===== src/rtl/crossbar_rr_arbiter_pkg.sv =====
// Shared types and helpers for the crossbar output-port arbiter.
// Port count, one-hot select type, arbiter state encoding.
package crossbar_pkg;

    localparam int N_PORTS = 6;
    localparam int PTR_W   = $clog2(N_PORTS);

    typedef logic [N_PORTS-1:0] onehot_t;
    typedef logic [PTR_W-1:0]   ptr_t;

    typedef enum logic {ARB_IDLE, ARB_BUSY} arb_state_t;

    // Index of the set bit; 0 for an all-zero vector.
    function automatic ptr_t onehot_to_idx(input onehot_t oh);
        ptr_t idx;
        idx = '0;
        for (int i = 0; i < N_PORTS; i++) begin
            if (oh[i]) idx = ptr_t'(i);
        end
        return idx;
    endfunction

    function automatic ptr_t ptr_after(input ptr_t idx);
        return (idx == ptr_t'(N_PORTS - 1)) ? '0 : idx + ptr_t'(1);
    endfunction

endpackage


===== src/rtl/crossbar_rr_arbiter_if.sv =====
// Request/grant bundle between the masters and one crossbar output port.
// slave = arbiter side, master = requester/downstream side.
interface crossbar_rr_arbiter_if;
    import crossbar_pkg::*;

    onehot_t req;
    onehot_t last;
    logic    out_ready;
    onehot_t grant;
    logic    out_valid;
    onehot_t gnt_ack;
    logic    busy;

    modport slave (
        input  req, last, out_ready,
        output grant, out_valid, gnt_ack, busy
    );

    modport master (
        output req, last, out_ready,
        input  grant, out_valid, gnt_ack, busy
    );
endinterface


===== src/rtl/crossbar_rr_arbiter_rr_pick.sv =====
// Rotating priority encoder: first set request scanning from i_ptr upward,
// wrapping from the top index back to 0.
module rr_pick
    import crossbar_pkg::*;
(
    input  onehot_t i_req,
    input  ptr_t    i_ptr,
    output onehot_t o_pick,
    output logic    o_any
);

    logic w_found;

    // NOTE: every output gets a default before the loop, otherwise the
    // paths that never assign it would infer a latch.
    always_comb begin
        o_pick  = '0;
        w_found = 1'b0;
        for (int k = 0; k < N_PORTS; k++) begin
            automatic int idx = int'(i_ptr) + k;
            if (idx >= N_PORTS) idx = idx - N_PORTS;
            if (!w_found && i_req[idx]) begin
                o_pick[idx] = 1'b1;
                w_found     = 1'b1;
            end
        end
    end

    assign o_any = |i_req;

endmodule


===== src/rtl/crossbar_rr_arbiter.sv =====
// Round-robin arbiter for one crossbar output port: holds the grant for a
// whole burst and hands over to the next requester with no idle cycle.
module crossbar_rr_arbiter
    import crossbar_pkg::*;
#(
    parameter int MAX_BEATS = 16
) (
    input  logic                  clk,
    input  logic                  rst_n,
    crossbar_rr_arbiter_if.slave  bus
);

    // A zero cap still needs a legal one-bit counter.
    localparam int CNT_W = (MAX_BEATS == 0) ? 1 : $clog2(MAX_BEATS + 1);

    arb_state_t       r_state;
    onehot_t          r_grant;
    logic             r_busy;
    ptr_t             r_ptr;
    logic [CNT_W-1:0] r_cnt;

    ptr_t             w_g_idx;
    ptr_t             w_next_ptr;
    ptr_t             w_pick_ptr;
    onehot_t          w_pick;
    logic             w_any;
    logic             w_req_g;
    logic             w_beat;
    logic             w_last_g;
    logic [CNT_W-1:0] w_cnt_inc;
    logic             w_cap_hit;
    logic             w_release;

    assign w_g_idx    = onehot_to_idx(r_grant);
    assign w_next_ptr = ptr_after(w_g_idx);
    assign w_req_g    = |(r_grant & bus.req);
    assign w_last_g   = |(r_grant & bus.req & bus.last);
    assign w_beat     = (r_state == ARB_BUSY) && w_req_g && bus.out_ready;

    assign w_cnt_inc  = (r_cnt == {CNT_W{1'b1}}) ? r_cnt : r_cnt + CNT_W'(1);
    assign w_cap_hit  = (MAX_BEATS != 0) && (w_cnt_inc == CNT_W'(MAX_BEATS));

    assign w_release  = (r_state == ARB_BUSY) &&
                        (!w_req_g || (w_beat && (w_last_g || w_cap_hit)));

    // In BUSY the pick only matters on release, where it must scan from g+1.
    assign w_pick_ptr = (r_state == ARB_BUSY) ? w_next_ptr : r_ptr;

    rr_pick u_pick (
        .i_req  (bus.req),
        .i_ptr  (w_pick_ptr),
        .o_pick (w_pick),
        .o_any  (w_any)
    );

    // NOTE: state registers use non-blocking assignments so every register
    // samples the pre-edge values, independent of statement order.
    always_ff @(posedge clk) begin
        if (!rst_n) begin
            r_state <= ARB_IDLE;
            r_grant <= '0;
            r_busy  <= 1'b0;
            r_ptr   <= '0;
            r_cnt   <= '0;
        end else begin
            case (r_state)
                ARB_IDLE: begin
                    if (w_any) begin
                        r_state <= ARB_BUSY;
                        r_busy  <= 1'b1;
                        r_grant <= w_pick;
                        r_cnt   <= '0;
                    end
                end
                ARB_BUSY: begin
                    if (w_release) begin
                        r_ptr <= w_next_ptr;
                        r_cnt <= '0;
                        if (w_any) begin
                            r_grant <= w_pick;
                        end else begin
                            r_grant <= '0;
                            r_state <= ARB_IDLE;
                            r_busy  <= 1'b0;
                        end
                    end else if (w_beat) begin
                        r_cnt <= w_cnt_inc;
                    end
                end
            endcase
        end
    end

    assign bus.grant     = r_grant;
    assign bus.out_valid = w_req_g;
    assign bus.gnt_ack   = r_grant & {N_PORTS{bus.out_ready}};
    assign bus.busy      = r_busy;

endmodule


===== src/flat_wrapper.sv =====
// flat-port wrapper written by rule: the top's interface ports become plain ports
module crossbar_rr_arbiter_flat import crossbar_pkg::*;
#(
    parameter int MAX_BEATS = 16
)
  (clk, rst_n, bus_req, bus_last, bus_out_ready, bus_grant, bus_out_valid, bus_gnt_ack, bus_busy);
  crossbar_rr_arbiter_if bus_i ();
  input  logic clk;
  input  logic rst_n;
  input wire logic [$bits(bus_i.req)-1:0] bus_req;
  input wire logic [$bits(bus_i.last)-1:0] bus_last;
  input wire logic [$bits(bus_i.out_ready)-1:0] bus_out_ready;
  output wire logic [$bits(bus_i.grant)-1:0] bus_grant;
  output wire logic [$bits(bus_i.out_valid)-1:0] bus_out_valid;
  output wire logic [$bits(bus_i.gnt_ack)-1:0] bus_gnt_ack;
  output wire logic [$bits(bus_i.busy)-1:0] bus_busy;
  assign bus_i.req = bus_req;
  assign bus_i.last = bus_last;
  assign bus_i.out_ready = bus_out_ready;
  assign bus_grant = bus_i.grant;
  assign bus_out_valid = bus_i.out_valid;
  assign bus_gnt_ack = bus_i.gnt_ack;
  assign bus_busy = bus_i.busy;
  crossbar_rr_arbiter #(.MAX_BEATS(MAX_BEATS)) u_core (.clk(clk), .rst_n(rst_n), .bus(bus_i));
endmodule

===== config.mk =====
export PLATFORM = sky130hd
export DESIGN_NAME = crossbar_rr_arbiter_flat
export DESIGN_NICKNAME = d
export VERILOG_FILES = /design/src/rtl/crossbar_rr_arbiter_pkg.sv /design/src/rtl/crossbar_rr_arbiter_if.sv /design/src/rtl/crossbar_rr_arbiter_rr_pick.sv /design/src/rtl/crossbar_rr_arbiter.sv /design/src/flat_wrapper.sv
export SDC_FILE = /design/constraint.sdc
export NUM_CORES = 1
export LEC_CHECK = 0
export ABC_AREA = 1
export BUFFER_PORTS_ARGS = -buffer_cell sky130_fd_sc_hd__buf_2
export CORE_MARGIN = 4
export CORE_UTILIZATION = 45
export CTS_BUF_LIST = sky130_fd_sc_hd__clkbuf_4 sky130_fd_sc_hd__clkbuf_8
export CTS_CLUSTER_DIAMETER = 60
export DETAILED_ROUTE_END_ITERATION = 7
export PLACE_DENSITY_LB_ADDON = 0.08
export SETUP_SLACK_MARGIN = 0.3
export SYNTH_ARGS = -nofsm -noshare
export SYNTH_HDL_FRONTEND = slang
export SYNTH_SLANG_ARGS = --single-unit

===== constraint.sdc =====
create_clock -name clk -period 3.73 [get_ports clk]
set_input_delay 0.746 -clock clk [delete_from_list [all_inputs] [get_ports clk]]
set_output_delay 0.746 -clock clk [all_outputs]
set_load 0.01 [all_outputs]

==> impl_metrics.env, run 1 <==
export IMPL_synth_area_um2=2456
export IMPL_maxCapViolations=0
export IMPL_finalCriticalPeriod_ns=3.214
export IMPL_path_cells="nor2_4 -> nand2_2 -> nand2_1 -> nand2_1 -> nand2_2 -> nand2_4 -> inv_6 -> ha_2 -> buf_4 -> ha_1 -> inv_1 -> ha_1 -> nand2_2 -> nand2_2 -> o21ai_4 -> nor2_4 -> nand2_1 -> nand2_1 -> inv_1 -> nor2_4 -> nand4_1 -> nand3_1 -> nand2_1 -> a21oi_1"
export IMPL_clk_latency_ns=0.25
export IMPL_grt_max_degree=27
export IMPL_die_h_um=81.88
export IMPL_endpoint_kind="flip-flop"
export IMPL_r2r_start="u_core.bus.grant[5]$_SDFFE_PN0P_"
export IMPL_synth_area_leaders="nand2_1 (18%), dfxtp_1 (13%), nand3_1 (12%), ha_1 (9.2%), inv_1 (7.9%)"
export IMPL_min_path_type="flip-flop to flip-flop"
export IMPL_drive_above_1_share_pct=25.47
export IMPL_clock_sinks=16
export IMPL_grt_total_usage_pct=21.15
export IMPL_cts_made_buffers=3
export IMPL_coreArea_um2=5205
export IMPL_ys_flop_type="dfxtp_1"
export IMPL_yosys_area_top_type="nand2_1"
export IMPL_cp_start_kind="flip-flop"
export IMPL_globalRoute_totalOverflow=0
export IMPL_fin_worst_skew_ns=0.001816
export IMPL_hold_violations=0
export IMPL_slew_violations=0
export IMPL_num_vias=2900
export IMPL_use_met1_pct=30.95
export IMPL_globalRouteMet2Util_pct=33.93
export IMPL_syn_avg_cell_area_um2=5.685
export IMPL_synthToLayoutAreaGrowth_pct=20.48
export IMPL_hold_buffers=0
export IMPL_period_share_pct=86.17
export IMPL_tns_ns=0
export IMPL_crit_path_frequent_cell="nand2_1"
export IMPL_regToRegSetupSlack_ns=0.52
export IMPL_worst_path_buf_inv=4
export IMPL_status="finished clean"
export IMPL_multiInputGateArea_um2=1989
export IMPL_antenna_found_initial=0
export IMPL_numPortBuffers=28
export IMPL_post_drt_via_cell_ratio=5.321
export IMPL_route_detailed_drc=0
export IMPL_synth_async_reset_ratio_pct=0
export IMPL_n_antenna_cell=0
export IMPL_ys_ff_latch=16
export IMPL_clk_root_buffer_cell="clkbuf_8"
export IMPL_use_met3_pct=2.193
export IMPL_syn_inst=432
export IMPL_cp_max_fo=7
export IMPL_rr_endpoint="u_core.bus.grant[2]$_SDFFE_PN0P_"
export IMPL_crit_type="flip-flop to flip-flop"
export IMPL_totalWireLength_um=7254
export IMPL_dp_hpwl_um=5691
export IMPL_path_clk_slew_ns=0.07
export IMPL_finalSetupViolations=0
export IMPL_rsz0062_at_grt="false"
export IMPL_crit_path_top_delay_cell="dfxtp_4"
export IMPL_gp_congestion=0.9441
export IMPL_cpPeakStageDelay_ns=0.37
export IMPL_io_pins=29
export IMPL_initial_core_util_pct=47.19
export IMPL_synth_seq_area_share_pct=13.04
export IMPL_max_slew_margin_pct=54.39
export IMPL_mappedNetlistNets=465
export IMPL_grt_pass1_wl_um=11390
export IMPL_synth_top_area_share_pct=18.03
export IMPL_fmax_ghz=0.3111
export IMPL_synth_distinct_cells=34
export IMPL_num_fill_cells=551
export IMPL_die_area_um2=6704
export IMPL_register_area_um2=331.6
export IMPL_yosysWarnings=0
export IMPL_cts_tree="yes"
export IMPL_grt_pass1_vias=2466
export IMPL_hp_start="u_core.bus.busy$_SDFFE_PN0P_"
export IMPL_synth_edf_count=0
export IMPL_cts_buffer_depth=2
export IMPL_required_ns=3.91
export IMPL_whs_path_depth=2
export IMPL_crit_family="simple AND/OR/NAND/NOR gates"
export IMPL_cp_data_arrival_time_ns=3.39
export IMPL_layout_nets=509
export IMPL_busiest_layer="met2"
export IMPL_cts_htree_levels=1
export IMPL_drt_initial_drc_count=262
export IMPL_r2r_cells=24
export IMPL_avgRoutedWirePerCell_um=13.31
export IMPL_drt_pass1_iterations=5
export IMPL_rows=26
export IMPL_die_w_um=81.88
export IMPL_detail_route_antenna_nets=0
export IMPL_hold_path_endpoint="u_core.bus.busy$_SDFFE_PN0P_"
export IMPL_worstMarginPinSlew_ns=0.6769
## metrics by stage
stage	worst slack [ns]	cell area [um^2]	std cells	hold slack, ns	util [%]
floorplan	0.4091	2456	432	0.4919	-
global placement	0.2721	2689	531	0.4608	51.66
detailed placement	0.1276	2689	531	0.4688	51.66
CTS	0.3028	2760	536	0.4830	53.03
global route	0.2306	2959	545	0.5090	56.85
finish	0.5158	2959	545	0.4814	56.85
## logic make-up (layout without fill, tap and decap cells)
logic type                 count (synthesis)  after routing  synth area share, %
AOI/OAI and AO/OA                         54             54                12.02
and+or+nand+nor                          273            274                53.03
adders and majority gates                 18             18                9.170
DFF                                       16             16                13.04
buffers and inverters                     67            109                11.21
muxes                                      1              1               0.4584
xor gates and xnor gates                   3              3                1.070
## placed cells by master, fill, tap and decap left out, types with 2 or more instances in the layout
master      n
nand2_1   113
nand3_1    55
inv_1      49
nor2_1     28
buf_2      28
a21oi_1    21
nand2_2    20
nand4_1    17
buf_4      15
ha_1       14
o21ai_0    13
dfxtp_1    11
inv_2       8
o21ai_1     8
nand3_2     8
nor2_4      7
nor3_1      7
nand2_4     5
nor2_2      5
o22ai_1     4
nor4_1      4
clkbuf_8    4
or2_2       3
ha_2        3
dfxtp_2     3
nand3_4     2
inv_4       2
clkinv_1    2
xor2_1      2
a211oi_1    2
a21oi_2     2
dfxtp_4     2
## cell type report
| class | count | area share, % |
|---|---|---|
| clock buffer | 4 | 1.860 |
| inverter | 62 | 8.203 |
| multi-input combinational | 350 | 67.23 |
| sequential | 16 | 11.21 |
| tap | 70 | 2.960 |
| timing repair buffer | 43 | 8.541 |
## synth_stat cells, types with 3 or more instances
cell type  count
or2_2          3
ha_1          18
a21oi_1       23
nor3_1         7
o21ai_0       13
inv_2          7
nand2_1      118
o21ai_1        8
nand3_2        3
nor2_1        32
inv_1         52
nand3_1       60
nand2_2       18
o22ai_1        4
nor4_1         4
nand4_1       17
dfxtp_1       16
nor2_2         5
## metal layers
metal / share of wire [%] / wire (um) / vias up
li1: - / - / 1519
met3: 4.2 / 304 / 4
met4: 0.83 / 60 / 0
met5: 0 / 0 / -
met2: 46 / 3368 / 75
met1: 49 / 3521 / 1302
## registers in the layout, indices dropped and copies added (netlist names)
name and flops:
u_core.bus.grant 6, u_core.r_ptr 3, u_core.bus.busy 1, u_core.r_cnt 5, u_core.r_state 1
## worst max path at each step
stage / startpoint / end / slack, ns / cells past startpoint
2_1_floorplan: u_core.bus.grant[3]$_SDFFE_PN0P_ / u_core.bus.grant[4]$_SDFFE_PN0P_ / 0.41 / 23
3_3_place_gp: u_core.bus.grant[3]$_SDFFE_PN0P_ / u_core.bus.grant[0]$_SDFFE_PN0P_ / 0.27 / 25
3_5_place_dp: u_core.bus.grant[3]$_SDFFE_PN0P_ / u_core.bus.grant[0]$_SDFFE_PN0P_ / 0.13 / 25
4_1_cts: u_core.bus.grant[3]$_SDFFE_PN0P_ / u_core.bus.grant[2]$_SDFFE_PN0P_ / 0.30 / 27
5_1_grt: u_core.bus.grant[5]$_SDFFE_PN0P_ / u_core.bus.grant[3]$_SDFFE_PN0P_ / 0.23 / 25
6_report: u_core.bus.grant[5]$_SDFFE_PN0P_ / u_core.bus.grant[2]$_SDFFE_PN0P_ / 0.52 / 24
## worst reg2reg max path, cell delays in order, from the launching register on
cell and delay [ns]:
dfxtp_4 0.37, nor2_4 0.14, nand2_2 0.09, nand2_1 0.08
nand2_1 0.08, nand2_2 0.10, nand2_4 0.10, inv_6 0.10
ha_2 0.31, buf_4 0.17, ha_1 0.18, inv_1 0.05
ha_1 0.16, nand2_2 0.12, nand2_2 0.11, o21ai_4 0.08
nor2_4 0.12, nand2_1 0.05, nand2_1 0.08, inv_1 0.07
nor2_4 0.17, nand4_1 0.11, nand3_1 0.12, nand2_1 0.06
a21oi_1 0.12
## what timing repair did
item	4_1_cts	5_1_grt
gates resized for setup	5	38
setup endpoints to repair	6	6
buffers inserted	0	9
hold endpoints to repair	0	0
gates cloned	1	0
pin swaps	1	12
Power of run 1 is left out: the tool's default activity adds up to more than one toggle a clock period on the data nets, which glitch-free logic cannot reach.
==> run 2, diff against run 1 <==
--- a/config.mk
+++ b/config.mk
@@ -12,8 +12,10 @@
 export CTS_BUF_LIST = sky130_fd_sc_hd__clkbuf_4 sky130_fd_sc_hd__clkbuf_8
 export CTS_CLUSTER_DIAMETER = 60
 export DETAILED_ROUTE_END_ITERATION = 7
+export HOLD_SLACK_MARGIN = 0.05
 export PLACE_DENSITY_LB_ADDON = 0.08
 export SETUP_SLACK_MARGIN = 0.3
 export SYNTH_ARGS = -nofsm -noshare
 export SYNTH_HDL_FRONTEND = slang
+export SYNTH_HIERARCHICAL = 1
 export SYNTH_SLANG_ARGS = --single-unit
==> run 2 against run 1 <==
  * Critical path depth rose by 4
  * Die area rose by 6.0%
  * Largest cell class unchanged
  * Critical endpoint is now u_core/bus.grant[4]$_SDFFE_PN0P_
  * Sequential share of layout area fell by 1.0 points
  * Via count rose by 7.2%
  * Worst hold slack got worse by 0.011 ns
  * Register-to-register slack got worse by 0.03 ns
  * Clock-buffer cell count did not move
  * Flip-flop and latch count did not move
  * Global-route usage fell by 0.066 points
  * Worst setup slack got worse by 0.033 ns
  * Maximum frequency fell by 1.0%
==> impl_metrics.env, run 2 <==
export IMPL_initial_core_util_pct=46.98
export IMPL_cpPeakStageDelay_ns=0.38
export IMPL_ys_ff_latch=16
export IMPL_rows=27
export IMPL_yosys_area_top_type="nand2_1"
export IMPL_final_common_cell="nand2_1"
export IMPL_whs_path_depth=2
export IMPL_cp_max_fo=8
export IMPL_hold_buffers=0
export IMPL_fin_area_um2=3272
export IMPL_synth_area_leaders="nand2_1 (21%), dfxtp_1 (12%), nand3_1 (10%), ha_1 (8.6%), inv_1 (8.5%)"
export IMPL_worstMarginPinSlew_ns=0.6033
export IMPL_crit_family="simple AND/OR/NAND/NOR gates"
export IMPL_hold_violations=0
export IMPL_die_area_um2=7104
export IMPL_hp_start="u_core/bus.busy$_SDFFE_PN0P_"
export IMPL_endpoint_kind="flip-flop"
export IMPL_dp_hpwl_um=5969
export IMPL_grt_total_usage_pct=21.08
export IMPL_finalCriticalPeriod_ns=3.247
export IMPL_drive_above_1_share_pct=25.78
export IMPL_r2r_start="u_core/bus.grant[1]$_SDFFE_PN0P_"
export IMPL_clock_sinks=16
export IMPL_globalRoute_totalOverflow=0
export IMPL_register_area_um2=332.8
export IMPL_place_ws_ns=0.2021
export IMPL_placed_cell_area_um2=2844
export IMPL_regToRegSetupSlack_ns=0.48
export IMPL_slew_violations=0
export IMPL_rsz0062_at_grt="true"
export IMPL_globalRouteMet2Util_pct=34.00
export IMPL_detail_route_antenna_nets=0
export IMPL_clk_root_buffer_cell="clkbuf_8"
export IMPL_cp_data_arrival_time_ns=3.39
export IMPL_synth_distinct_cells=34
export IMPL_min_path_type="flip-flop to flip-flop"
export IMPL_worst_path_buf_inv=4
export IMPL_antenna_found_initial=0
export IMPL_syn_avg_cell_area_um2=5.536
export IMPL_synthToLayoutAreaGrowth_pct=24.94
export IMPL_setup_ws_ns=0.4827
export IMPL_coreArea_um2=5574
export IMPL_largest_reg_flops=6
export IMPL_num_vias=3108
export IMPL_fin_worst_skew_ns=0.007012
export IMPL_use_met3_pct=3.631
export IMPL_io_pins=29
export IMPL_grt_pass1_vias=2747
export IMPL_max_slew_margin_pct=59.36
export IMPL_synth_top_area_share_pct=21.36
export IMPL_num_fill_cells=563
export IMPL_maxCapViolations=0
export IMPL_layout_nets=546
export IMPL_grt_max_degree=19
export IMPL_period_share_pct=87.06
export IMPL_layout_cells_most_common_list="nand2_1 (134), inv_1 (54), nand3_1 (50), nor2_1 (46), buf_2 (28)"
export IMPL_cp_start_kind="flip-flop"
export IMPL_route_detailed_drc=0
export IMPL_gp_congestion=0.9490
export IMPL_avgRoutedWirePerCell_um=13.22
export IMPL_fmax_ghz=0.3080
export IMPL_cts_htree_levels=1
export IMPL_drt_initial_drc_count=168
export IMPL_crit_path_top_delay_cell="dfxtp_4"
export IMPL_busiest_layer="met2"
export IMPL_cts_buffer_depth=2
export IMPL_hold_path_endpoint="u_core/bus.busy$_SDFFE_PN0P_"
export IMPL_synth_seq_area_share_pct=12.23
export IMPL_n_antenna_cell=0
export IMPL_multiInputGateArea_um2=2256
export IMPL_post_drt_via_cell_ratio=5.322
export IMPL_cts_tree="yes"
export IMPL_path_clk_slew_ns=0.07
export IMPL_crit_path_frequent_cell="nand2_4"
export IMPL_rr_endpoint="u_core/bus.grant[4]$_SDFFE_PN0P_"
export IMPL_finalSetupViolations=0
export IMPL_post_synth_top_count_cell="nand2_1"
export IMPL_required_ns=3.87
export IMPL_startpoint="u_core/bus.grant[1]$_SDFFE_PN0P_"
export IMPL_use_met1_pct=29.61
export IMPL_status="finished clean"
export IMPL_synth_edf_count=0
export IMPL_synth_async_reset_ratio_pct=0
export IMPL_die_h_um=84.29
export IMPL_r2r_cells=28
export IMPL_synth_area_um2=2619
export IMPL_tns_ns=0
export IMPL_drt_pass1_iterations=5
export IMPL_ys_top_cells_by_count="nand2_1 (149), inv_1 (59), nand3_1 (54), nor2_1 (50), nand4_1 (22)"
export IMPL_numPortBuffers=28
export IMPL_mappedNetlistNets=506
export IMPL_clk_latency_ns=0.25
export IMPL_cts_made_buffers=3
export IMPL_grt_pass1_wl_um=12650
export IMPL_die_w_um=84.29
export IMPL_totalWireLength_um=7718
export IMPL_syn_inst=473
export IMPL_ys_flop_type="dfxtp_1"
export IMPL_yosysWarnings=6
export IMPL_crit_type="flip-flop to flip-flop"
==> run 2: cell types whose count changed after synthesis, moves of 4 or more <==
cell / change
nand3_1: -6
nand2_2: -7
nor2_1: +18
nand4_1: +5
inv_1: +7
a21oi_1: -8
a21oi_2: +5
o21ai_0: +5
nor3_1: +4
nand2_1: +31
nor2_2: -4
o22ai_1: -4
==> run 2: what timing repair did <==
action,in CTS,in global routing
resized for setup,6,75
gates cloned,1,0
setup buffers,0,7
setup endpoints to repair,6,6
pin swaps,2,33
==> run 2: final cells by class <==
type	instances	share of cell area [%]
timing repair buffer	45	8.681
sequential	16	10.17
clock buffer	4	1.683
tap	72	2.753
multi-input combinational	382	68.95
inverter	65	7.763
==> run 2: layer usage <==
| metal | vias up | routed length (um) |
|---|---|---|
| met5 | - | 0 |
| met1 | 1400 | 3653 |
| met3 | 10 | 364 |
| met4 | 0 | 73 |
| li1 | 1627 | - |
| met2 | 71 | 3626 |
==> run 2: worst max path at each step <==
| stage | to | slack [ns] | depth (start not counted) |
|---|---|---|---|
| after floorplan | u_core/bus.grant[1]$_SDFFE_PN0P_ | 0.31 | 24 |
| after global placement | u_core/bus.grant[2]$_SDFFE_PN0P_ | 0.27 | 21 |
| after detailed placement | u_core/bus.grant[2]$_SDFFE_PN0P_ | 0.20 | 26 |
| after CTS | u_core/bus.grant[4]$_SDFFE_PN0P_ | 0.30 | 27 |
| after global routing | u_core/bus.grant[2]$_SDFFE_PN0P_ | 0.26 | 27 |
| final | u_core/bus.grant[4]$_SDFFE_PN0P_ | 0.48 | 28 |
==> run 2: worst register-to-register path, delay by kind of cell (launching register included) <==
| family | cells | cell delay (ns) |
|---|---|---|
| simple gates | 20 | 1.88 |
| flops | 1 | 0.38 |
| fa+ha+maj | 3 | 0.53 |
| buf+inv | 4 | 0.19 |
| compound gates | 1 | 0.13 |
==> run 2: cells by family (layout without fill, tap and decap cells) <==
kind of cell	Yosys count	after routing	share of synthesized area, %
AND/OR/NAND/NOR	313	314	55.47
multiplexers	3	3	1.147
flip-flops	16	16	12.23
adder cells (fa/ha/maj)	18	18	8.600
buffers and inverters	76	114	12.37
XOR/XNOR	1	1	0.3345
AO/OA/AOI/OAI	46	46	9.842
==> run 2: stage by stage <==
| step | hold WS [ns] | cells | util, % |
|---|---|---|---|
| floorplan | 0.4420 | 473 | - |
| global placement | 0.4485 | 572 | 51.02 |
| finish | 0.4705 | 584 | 58.70 |
| global route | 0.4946 | 584 | 58.70 |
| CTS | 0.4775 | 577 | 52.48 |
| detailed placement | 0.4679 | 572 | 51.02 |
Power of run 2 is left out for the same reason.
==> run 3, diff against run 2 <==
--- a/config.mk
+++ b/config.mk
@@ -8,12 +8,13 @@
 export ABC_AREA = 1
 export BUFFER_PORTS_ARGS = -buffer_cell sky130_fd_sc_hd__buf_2
 export CORE_MARGIN = 4
-export CORE_UTILIZATION = 45
+export CORE_UTILIZATION = 50
 export CTS_BUF_LIST = sky130_fd_sc_hd__clkbuf_4 sky130_fd_sc_hd__clkbuf_8
 export CTS_CLUSTER_DIAMETER = 60
 export DETAILED_ROUTE_END_ITERATION = 7
 export HOLD_SLACK_MARGIN = 0.05
 export PLACE_DENSITY_LB_ADDON = 0.08
+export REMOVE_ABC_BUFFERS = 1
 export SETUP_SLACK_MARGIN = 0.3
 export SYNTH_ARGS = -nofsm -noshare
 export SYNTH_HDL_FRONTEND = slang
==> run 3 against run 2 <==
  * Maximum frequency decreased by 3.1%
  * Flip-flop and latch count unchanged
  * Clock skew decreased by 0.0033 ns
  * Non-clock buffer count increased by 3
  * Via count increased by 1.5%
  * Critical path type unchanged
  * First-iteration DRC count increased by 47%
  * Worst setup slack got worse by 0.10 ns
  * Cell count increased by 0.17%
==> impl_metrics.env, run 3 (same netlist as run 2, synthesis figures left out) <==
export IMPL_grt_pass1_vias=2693
export IMPL_grt_total_usage_pct=24.19
export IMPL_fin_worst_skew_ns=0.003687
export IMPL_endpoint_kind="flip-flop"
export IMPL_fmax_ghz=0.2984
export IMPL_rows=26
export IMPL_die_h_um=80.37
export IMPL_min_path_type="flip-flop to flip-flop"
export IMPL_maxCapViolations=0
export IMPL_worstMarginPinSlew_ns=0.6480
export IMPL_status="finished clean"
export IMPL_cp_start_kind="flip-flop"
export IMPL_globalRoute_totalOverflow=0
export IMPL_cts_tree="yes"
export IMPL_cts_made_buffers=3
export IMPL_initial_core_util_pct=51.27
export IMPL_avgRoutedWirePerCell_um=13.16
export IMPL_rsz0062_at_grt="true"
export IMPL_gp_congestion=0.8865
export IMPL_hold_violations=0
export IMPL_finalCriticalPeriod_ns=3.351
export IMPL_final_common_cell="nand2_1"
export IMPL_setup_ws_ns=0.3789
export IMPL_detail_route_antenna_nets=0
export IMPL_dp_hpwl_um=5842
export IMPL_finalSetupViolations=0
export IMPL_clk_latency_ns=0.25
export IMPL_antenna_found_initial=0
export IMPL_cp_data_arrival_time_ns=3.50
export IMPL_post_drt_via_cell_ratio=5.393
export IMPL_max_slew_margin_pct=56.35
export IMPL_place_ws_ns=0.1620
export IMPL_drt_pass1_iterations=5
export IMPL_synthToLayoutAreaGrowth_pct=23.36
export IMPL_placed_cell_area_um2=2841
export IMPL_grt_max_degree=20
export IMPL_crit_path_top_delay_cell="dfxtp_4"
export IMPL_totalWireLength_um=7701
export IMPL_cp_max_fo=8
export IMPL_die_area_um2=6459
export IMPL_crit_path_frequent_cell="nand2_4"
export IMPL_route_detailed_drc=0
export IMPL_cts_htree_levels=1
export IMPL_grt_pass1_wl_um=12740
export IMPL_coreArea_um2=5107
export IMPL_die_w_um=80.37
export IMPL_layout_cells_most_common_list="nand2_1 (138), inv_1 (55), nand3_1 (50), nor2_1 (46), buf_2 (28)"
export IMPL_path_clk_slew_ns=0.06
export IMPL_required_ns=3.88
export IMPL_n_antenna_cell=0
export IMPL_clk_root_buffer_cell="clkbuf_8"
export IMPL_crit_type="flip-flop to flip-flop"
export IMPL_hold_buffers=0
export IMPL_fin_area_um2=3231
export IMPL_drive_above_1_share_pct=24.47
export IMPL_io_pins=29
export IMPL_cpPeakStageDelay_ns=0.39
export IMPL_clock_sinks=16
export IMPL_layout_nets=549
export IMPL_slew_violations=0
export IMPL_num_vias=3155
export IMPL_tns_ns=0
export IMPL_numPortBuffers=28
export IMPL_period_share_pct=89.84
export IMPL_largest_reg_flops=6
export IMPL_cts_buffer_depth=2
export IMPL_drt_initial_drc_count=247
==> run 3: cell count changes in the layout (fill, tap and decap cells not counted), sizes merged <==
cell,delta
buf,+3
==> run 3: worst paths after layout <==
kind / start / end / slack, ns / depth (start not counted)
setup / recovery: u_core/bus.grant[1]$_SDFFE_PN0P_ / u_core/bus.grant[5]$_SDFFE_PN0P_ / 0.38 / 29
setup reg to reg: u_core/bus.grant[1]$_SDFFE_PN0P_ / u_core/bus.grant[5]$_SDFFE_PN0P_ / 0.38 / 29
hold / removal: u_core/bus.busy$_SDFFE_PN0P_ / u_core/bus.busy$_SDFFE_PN0P_ / 0.46 / 2
hold reg to reg: u_core/bus.busy$_SDFFE_PN0P_ / u_core/bus.busy$_SDFFE_PN0P_ / 0.46 / 2
==> run 3: critical path, delay by kind of cell, from the launching register on <==
kind	cells	cell delay [ns]
AOI/OAI and AO/OA	1	0.12
and+or+nand+nor	20	1.86
buffers and inverters	5	0.38
DFF	1	0.39
adders and majority gates	3	0.48
==> run 3: cell type report <==
cell class / instances / area [um^2]
tap: 70 / 87.58
multi-input combinational: 382 / 2213
fill: 512 / 1877
clock buffer: 4 / 55.05
timing repair buffer: 48 / 302.8
sequential: 16 / 327.8
inverter: 65 / 244.0
==> run 3: per-layer routing <==
| metal | GRT usage [%] | routed length (um) |
|---|---|---|
| met1 | 36.23 | 3688 |
| met2 | 37.09 | 3521 |
| met3 | 3.475 | 340 |
| met4 | 3.378 | 150 |
| met5 | 0 | 0 |
==> run 3: through the flow <==
step	instances	hold WS, ns	util [%]
3_3_place_gp	570	0.4483	55.63
4_1_cts	576	0.4688	57.47
2_1_floorplan	462	0.4419	-
3_5_place_dp	570	0.4547	55.63
5_1_grt	585	0.4997	63.25
6_report	585	0.4619	63.25
==> run 3: what timing repair did <==
action	in CTS	in global routing
resized for setup	8	52
endpoints found under the setup margin	6	6
cloned	1	0
setup buffers	1	9
pin swaps	2	23
hold endpoints to repair	0	0
Power of run 3 is left out for the same reason.
